--- config.mk ---
export PLATFORM = sky130hd
export DESIGN_NAME = proc_multiciclo_hs
export DESIGN_NICKNAME = d
export VERILOG_FILES = /design/src/rtl/proc_hs_pkg.sv /design/src/rtl/alu_param.sv /design/src/rtl/proc_multiciclo_hs.sv
export SDC_FILE = /design/constraint.sdc
export NUM_CORES = 1
export LEC_CHECK = 0
export CAP_MARGIN = 10
export CORE_ASPECT_RATIO = 0.75
export CORE_UTILIZATION = 61
export CTS_BUF_LIST = sky130_fd_sc_hd__clkbuf_8 sky130_fd_sc_hd__clkbuf_16
export DETAILED_ROUTE_END_ITERATION = 16
export PLACE_DENSITY = 0.82
export SYNTH_ARGS = -nofsm -noshare
export SYNTH_HDL_FRONTEND = slang
export SYNTH_SLANG_ARGS = --single-unit
--- constraint.sdc ---
create_clock -name Clock -period 5.4 [get_ports Clock]
set_clock_uncertainty 0.1 [all_clocks]
set_input_delay 0.81 -clock Clock [delete_from_list [all_inputs] [get_ports Clock]]
set_output_delay 0.81 -clock Clock [all_outputs]
set_load 0.1 [all_outputs]
--- src/rtl/proc_hs_pkg.sv ---
// Shared opcodes, FSM encoding and helpers for the handshake multicycle processor.
package proc_hs_pkg;

    localparam logic [3:0] OpLd   = 4'd0;
    localparam logic [3:0] OpSt   = 4'd1;
    localparam logic [3:0] OpMvnz = 4'd2;
    localparam logic [3:0] OpMv   = 4'd3;
    localparam logic [3:0] OpMvi  = 4'd4;
    localparam logic [3:0] OpAdd  = 4'd5;
    localparam logic [3:0] OpSub  = 4'd6;
    localparam logic [3:0] OpOr   = 4'd7;
    localparam logic [3:0] OpSlt  = 4'd8;
    localparam logic [3:0] OpSll  = 4'd9;
    localparam logic [3:0] OpSrl  = 4'd10;

    typedef enum logic [2:0] {
        StIdle   = 3'd0,
        StFetch  = 3'd1,
        StDecode = 3'd2,
        StMemRd  = 3'd3,
        StMemWr  = 3'd4,
        StAlu    = 3'd5,
        StWb     = 3'd6
    } state_e;

    function automatic int unsigned proc_clog2(input int unsigned value);
        int unsigned result;
        result = 0;
        for (int unsigned v = value - 1; v > 0; v = v >> 1) begin
            result++;
        end
        return result;
    endfunction

endpackage

--- src/rtl/alu_param.sv ---
// Combinational ALU for the multicycle processor; shifts saturate to zero at or beyond the width.
module alu_param
    import proc_hs_pkg::*;
#(
    parameter int unsigned DATA_W = 16
) (
    input  logic [3:0]        opcode,
    input  logic [DATA_W-1:0] A,
    input  logic [DATA_W-1:0] B,
    output logic [DATA_W-1:0] result
);

    localparam logic [DATA_W-1:0] WidthVal = DATA_W'(DATA_W);

    logic shift_out;
    assign shift_out = (B >= WidthVal);

    always_comb begin
        result = '0;
        case (opcode)
            OpAdd:   result = A + B;
            OpSub:   result = A - B;
            OpOr:    result = A | B;
            OpSlt:   result = {{(DATA_W-1){1'b0}}, (A < B)};
            OpSll:   result = shift_out ? '0 : (A << B);
            OpSrl:   result = shift_out ? '0 : (A >> B);
            default: result = '0;
        endcase
    end

endmodule

--- src/rtl/proc_multiciclo_hs.sv ---
// Parametrised multicycle processor with a MemReq/MemAck memory handshake.
// R[NREGS-1] is the PC; the FSM waits in FETCH/MEMRD/MEMWR until memory acknowledges.
module proc_multiciclo_hs
    import proc_hs_pkg::*;
#(
    parameter int unsigned       DATA_W   = 16,
    parameter int unsigned       NREGS    = 8,
    parameter logic [DATA_W-1:0] RESET_PC = '0
) (
    input  logic              Clock,
    input  logic              Resetn,
    input  logic              Run,
    input  logic [DATA_W-1:0] DIN,
    input  logic              MemAck,
    output logic              MemReq,
    output logic              Write,
    output logic [DATA_W-1:0] AddressOut,
    output logic [DATA_W-1:0] DOUT,
    output logic [DATA_W-1:0] BusWires,
    output logic              Done,
    output logic              Illegal,
    output logic [2:0]        State
);

    localparam int unsigned RB = proc_clog2(NREGS);
    localparam int unsigned IW = 4 + 2 * RB;
    localparam logic [RB-1:0] PcIdx = RB'(NREGS - 1);

    state_e state_q, state_d;

    logic [DATA_W-1:0] regs_q [NREGS];
    logic [DATA_W-1:0] a_q, g_q;
    logic [IW-1:0]     ir_q;

    logic [3:0]        op;
    logic [RB-1:0]     rx, ry;
    logic [DATA_W-1:0] rx_val, ry_val, pc, alu_res;

    logic              rf_we, pc_inc, ir_we, a_we, g_we;
    logic [DATA_W-1:0] rf_wdata;
    state_e            retire_st;

    assign op     = ir_q[IW-1 -: 4];
    assign rx     = ir_q[2*RB-1 -: RB];
    assign ry     = ir_q[RB-1:0];
    assign rx_val = regs_q[rx];
    assign ry_val = regs_q[ry];
    assign pc     = regs_q[PcIdx];
    assign State  = state_q;

    assign retire_st = Run ? StFetch : StIdle;

    alu_param #(
        .DATA_W(DATA_W)
    ) u_alu (
        .opcode(op),
        .A     (a_q),
        .B     (ry_val),
        .result(alu_res)
    );

    always_comb begin
        state_d    = state_q;
        MemReq     = 1'b0;
        Write      = 1'b0;
        AddressOut = '0;
        DOUT       = '0;
        BusWires   = '0;
        Done       = 1'b0;
        Illegal    = 1'b0;
        rf_we      = 1'b0;
        rf_wdata   = '0;
        pc_inc     = 1'b0;
        ir_we      = 1'b0;
        a_we       = 1'b0;
        g_we       = 1'b0;

        unique case (state_q)
            StIdle: begin
                if (Run) state_d = StFetch;
            end
            StFetch: begin
                MemReq     = 1'b1;
                AddressOut = pc;
                if (MemAck) begin
                    ir_we   = 1'b1;
                    pc_inc  = 1'b1;
                    state_d = StDecode;
                end
            end
            StDecode: begin
                case (op)
                    OpMv: begin
                        rf_we    = 1'b1;
                        rf_wdata = ry_val;
                        BusWires = ry_val;
                        Done     = 1'b1;
                        state_d  = retire_st;
                    end
                    OpMvnz: begin
                        if (g_q != '0) begin
                            rf_we    = 1'b1;
                            rf_wdata = ry_val;
                            BusWires = ry_val;
                        end
                        Done    = 1'b1;
                        state_d = retire_st;
                    end
                    OpLd, OpMvi: state_d = StMemRd;
                    OpSt:        state_d = StMemWr;
                    OpAdd, OpSub, OpOr, OpSlt, OpSll, OpSrl: begin
                        a_we    = 1'b1;
                        state_d = StAlu;
                    end
                    default: begin
                        Illegal = 1'b1;
                        Done    = 1'b1;
                        state_d = retire_st;
                    end
                endcase
            end
            StMemRd: begin
                MemReq     = 1'b1;
                AddressOut = (op == OpMvi) ? pc : ry_val;
                if (MemAck) begin
                    rf_we    = 1'b1;
                    rf_wdata = DIN;
                    BusWires = DIN;
                    // mvi steps past its immediate; a write to the PC itself still wins.
                    pc_inc   = (op == OpMvi);
                    Done     = 1'b1;
                    state_d  = retire_st;
                end
            end
            StMemWr: begin
                MemReq     = 1'b1;
                Write      = 1'b1;
                AddressOut = ry_val;
                DOUT       = rx_val;
                BusWires   = rx_val;
                if (MemAck) begin
                    Done    = 1'b1;
                    state_d = retire_st;
                end
            end
            StAlu: begin
                g_we    = 1'b1;
                state_d = StWb;
            end
            StWb: begin
                rf_we    = 1'b1;
                rf_wdata = g_q;
                BusWires = g_q;
                Done     = 1'b1;
                state_d  = retire_st;
            end
            default: state_d = StIdle;
        endcase
    end

    always_ff @(posedge Clock or negedge Resetn) begin
        if (!Resetn) begin
            state_q <= StIdle;
            ir_q    <= '0;
            a_q     <= '0;
            g_q     <= '0;
            for (int unsigned i = 0; i < NREGS; i++) begin
                regs_q[i] <= '0;
            end
            regs_q[PcIdx] <= RESET_PC;
        end else begin
            state_q <= state_d;
            if (ir_we) ir_q <= DIN[IW-1:0];
            if (a_we)  a_q  <= rx_val;
            if (g_we)  g_q  <= alu_res;
            if (pc_inc) regs_q[PcIdx] <= pc + DATA_W'(1);
            // Later assignment gives R[X] priority over the PC increment.
            if (rf_we) regs_q[rx] <= rf_wdata;
        end
    end

endmodule

==> summary.txt <==
Flow run
  – Max-Cap Viols: 0

Die
  – Chip Width: 169 um
  – Die Area: 21500 sq um
  – Initial Util: 62.6%
  – Core Rows: 45
  – I/O pin cnt: 75
  – Core Footprint: 20400 sq um
  – Die height: 127 um

Clocking
  – Max H-tree Level: 4
  – Post_cts resized: 0
  – CTS tree: done
  – Clock slew at reported path FFs: 0.08 ns
  – Cts hold-fix bufs: 0
  – CTS Buf Count: 17
  – # Post-CTS Setup Buffers: 0
  – Root Driver: clkbuf_16
  – TritonCTS Sinks: 173
  – Clock Latency Late Sink: 0.45 ns
  – Clock Path Buffers: 2

Worst setup path
  – Worst setup EP type: primary output
  – Reg-to-reg setup timing slack: 0.49 ns
  – CP Data Arrival Time: 4.05 ns
  – Critical path launch point type: flip-flop
  – Reg2reg end: g_q[13]
  – Worst EP required: 4.49 ns
  – Highest net fanout along the worst path: 17
  – Cell count of the worst reg-to-reg path: 13
  – RR Startpoint: ir_q[0]
  – Crit path kind: reg2out

Place
  – Port-buffer cells: 74
  – Area after DPL: 13700 sq um
  – Placed Cells incl. Taps: 1794
  – HPWL after detailed placement: 34500 um
  – GP Congestion: 1.04

GRT
  – Largest net degree at the start of global routing: 87
  – First-pass GRT wire length: 73500 um
  – GRT Total Usage: 46.0%
  – Vias in the first global route: 12243
  – Initial antenna violation count: 0
  – Overflow after GRT: 0

Detailed routing
  – DRC Markers: 0
  – Starting DRT DRC Count: 2449
  – Routed len/inst: 26.9 um
  – Vias/cell: 7.27
  – Pre-antenna DRT Iters: 8
  – Total number of vias: 13271
  – Total wire length: 49100 um
  – ANT nets after route: 0

Logic synthesis
  – Post-Syn Nets: 1570
  – Synth unique cells: 79
  – Seq/Total Area, Yosys: 34.0%
  – Synth Register Bits: 173
  – Post-Syn Area per Cell: 8.51 sq um
  – Async S/R FF share, synth: 100%
  – Yosys synthesis warning count: 0
  – Post-synth EDFFs: 0
  – Mapped Cells: 1499
  – Most used flip-flop cell after synthesis: dfrtp_1
  – Post-Syn Area: 12700 sq um

STA
  – Worst-margin pin slew: 1.27 ns
  – RSZ-0062 raised after global routing: no
  – Crit share post-route: 91.9%
  – Final Setup Violations: 0
  – Final Hold Viols: 0
  – Max-slew violations: 0
  – Final min period: 4.96 ns
  – Slew headroom: 15.1%
  – Fmax: 0.201 GHz
  – WHS: 0.320 ns

Power and ir drop
  – Power share of the sequential group: 24.3%
  – Internal Power: 4600 uW
  – Leakage: 0.00594 uW
  – Net Sw Frac: 54.9%
  – Maximum vdd drop: 0.000669 V
  – PD cells: 711 nW/um^2
  – Psw: 5590 uW
  – Comb power frac: 62.9%
  – Clk pwr share: 12.8%

Final layout
  – Core Util, Final: 70.3%
  – Nets: 1602
  – Non-filler cells, final: 1826
  – Most frequent cells in the layout: nand2_1, dfrtp_1, o21ai_0
  – Share of cells above drive strength 1: 13.9%
  – Area growth syn-to-layout: 12.4%
  – # diodes: 0
  – Most common cell after layout, fill and taps aside: nand2_1
  – Fin area: 14300 sq um

Hold path
  – HP Class: in2async

Outcome
  – Status: completed
per-layer routing:
layer / global-route usage (%) / wire length [um] / up-vias
met5: 0 / 0 / -
met4: 15.9 / 1640 / 0
met3: 16.6 / 7870 / 175
met2: 62.9 / 19800 / 1150
met1: 66.6 / 19800 / 6354
li1: - / - / 5592
how the worst max path moves through the flow:
stage	start	endpoint	slack [ns]	depth (start not counted)
4_1_cts	ir_q[0]	g_q[13]	0.65	13
6_report	ir_q[6]	BusWires[14]	0.44	7
2_1_floorplan	State[2]	AddressOut[10]	-0.28	7
3_5_place_dp	ir_q[0]	g_q[13]	0.70	13
5_1_grt	ir_q[0]	g_q[13]	0.24	13
3_3_place_gp	ir_q[0]	g_q[13]	0.76	13
cells by family after synthesis:
kind of cell,Yosys count,share of synthesized area (%)
XOR/XNOR,22,1.51
flip-flops,173,34.0
adder cells (fa/ha/maj),51,5.12
AO/OA/AOI/OAI,490,24.3
multiplexers,105,11.7
AND/OR/NAND/NOR,495,17.9
buffers and inverters,163,5.45
stage by stage:
step	setup TNS, ns	setup slack, ns	power (uW)
after floorplan	-3.54	-0.283	6720
after global placement	0	0.765	8490
after detailed placement	0	0.698	8550
after CTS	0	0.654	9880
after global routing	0	0.244	10600
final	0	0.436	10200
layout make-up:
type | count | area [sq um]
Fill cell | 1628 | 6050
Clock inverter | 15 | 175
Sequential cell | 173 | 4330
Inverter | 45 | 169
Tap cell | 282 | 353
Multi-Input combinational cell | 1163 | 7790
Clock buffer | 17 | 425
Timing Repair Buffer | 131 | 1090
Yosys cell counts (all sizes together), types with 4 or more instances:
master,instances,share of area (%)
xnor2,14,0.96
a211oi,10,0.59
a31oi,7,0.34
buf,37,1.7
nor4,14,0.69
ha,49,4.8
a222oi,16,1.3
nand2,192,5.7
o221ai,5,0.34
nor3,39,1.5
clkbuf,81,2.4
nor2b,7,0.34
a22oi,48,2.8
o22ai,16,0.79
a22o,11,0.76
inv,45,1.3
o311ai,4,0.27
or4,8,0.47
nand3,16,0.63
and4,9,0.62
nand3b,8,0.47
o31ai,7,0.45
a21oi,106,4.2
mux4,32,5.7
o21a,4,0.24
nand4,7,0.34
o311a,4,0.31
nor2,136,4.0
dfrtp,173,34
or2,6,0.29
a221oi,17,1.2
o21bai,9,0.53
a2111oi,5,0.35
o211ai,14,0.82
mux2,13,1.1
nor3b,7,0.41
and3,17,0.83
o21ai,177,6.9
mux2i,60,4.9
nand2b,16,0.79
and2,6,0.29
xor2,8,0.55
power groups by stage:
| stage | logic (uW) | registers (uW) | clock network [uW] |
|---|---|---|---|
| 2_1_floorplan | 4610 | 2110 | 0 |
| 3_3_place_gp | 6070 | 2420 | 0 |
| 3_5_place_dp | 6110 | 2440 | 0 |
| 4_1_cts | 6160 | 2430 | 1290 |
| 5_1_grt | 6760 | 2510 | 1340 |
| 6_report | 6410 | 2480 | 1310 |
critical path: stages, from the launching register on:
cell      delay [ns]
dfrtp_1         0.36
buf_4           0.19
nor4_1          0.43
nand4_1         0.31
o2111a_1        0.66
a222oi_1        1.09
o21ai_0         0.24
buf_4           0.31
state kept, by name, indices dropped and copies added, names as in the netlist:
register  cells
regs_q      112
a_q          16
g_q          16
pc           16
ir_q         10
State         3
No activity file was read; power rests on OpenSTA's default activity.
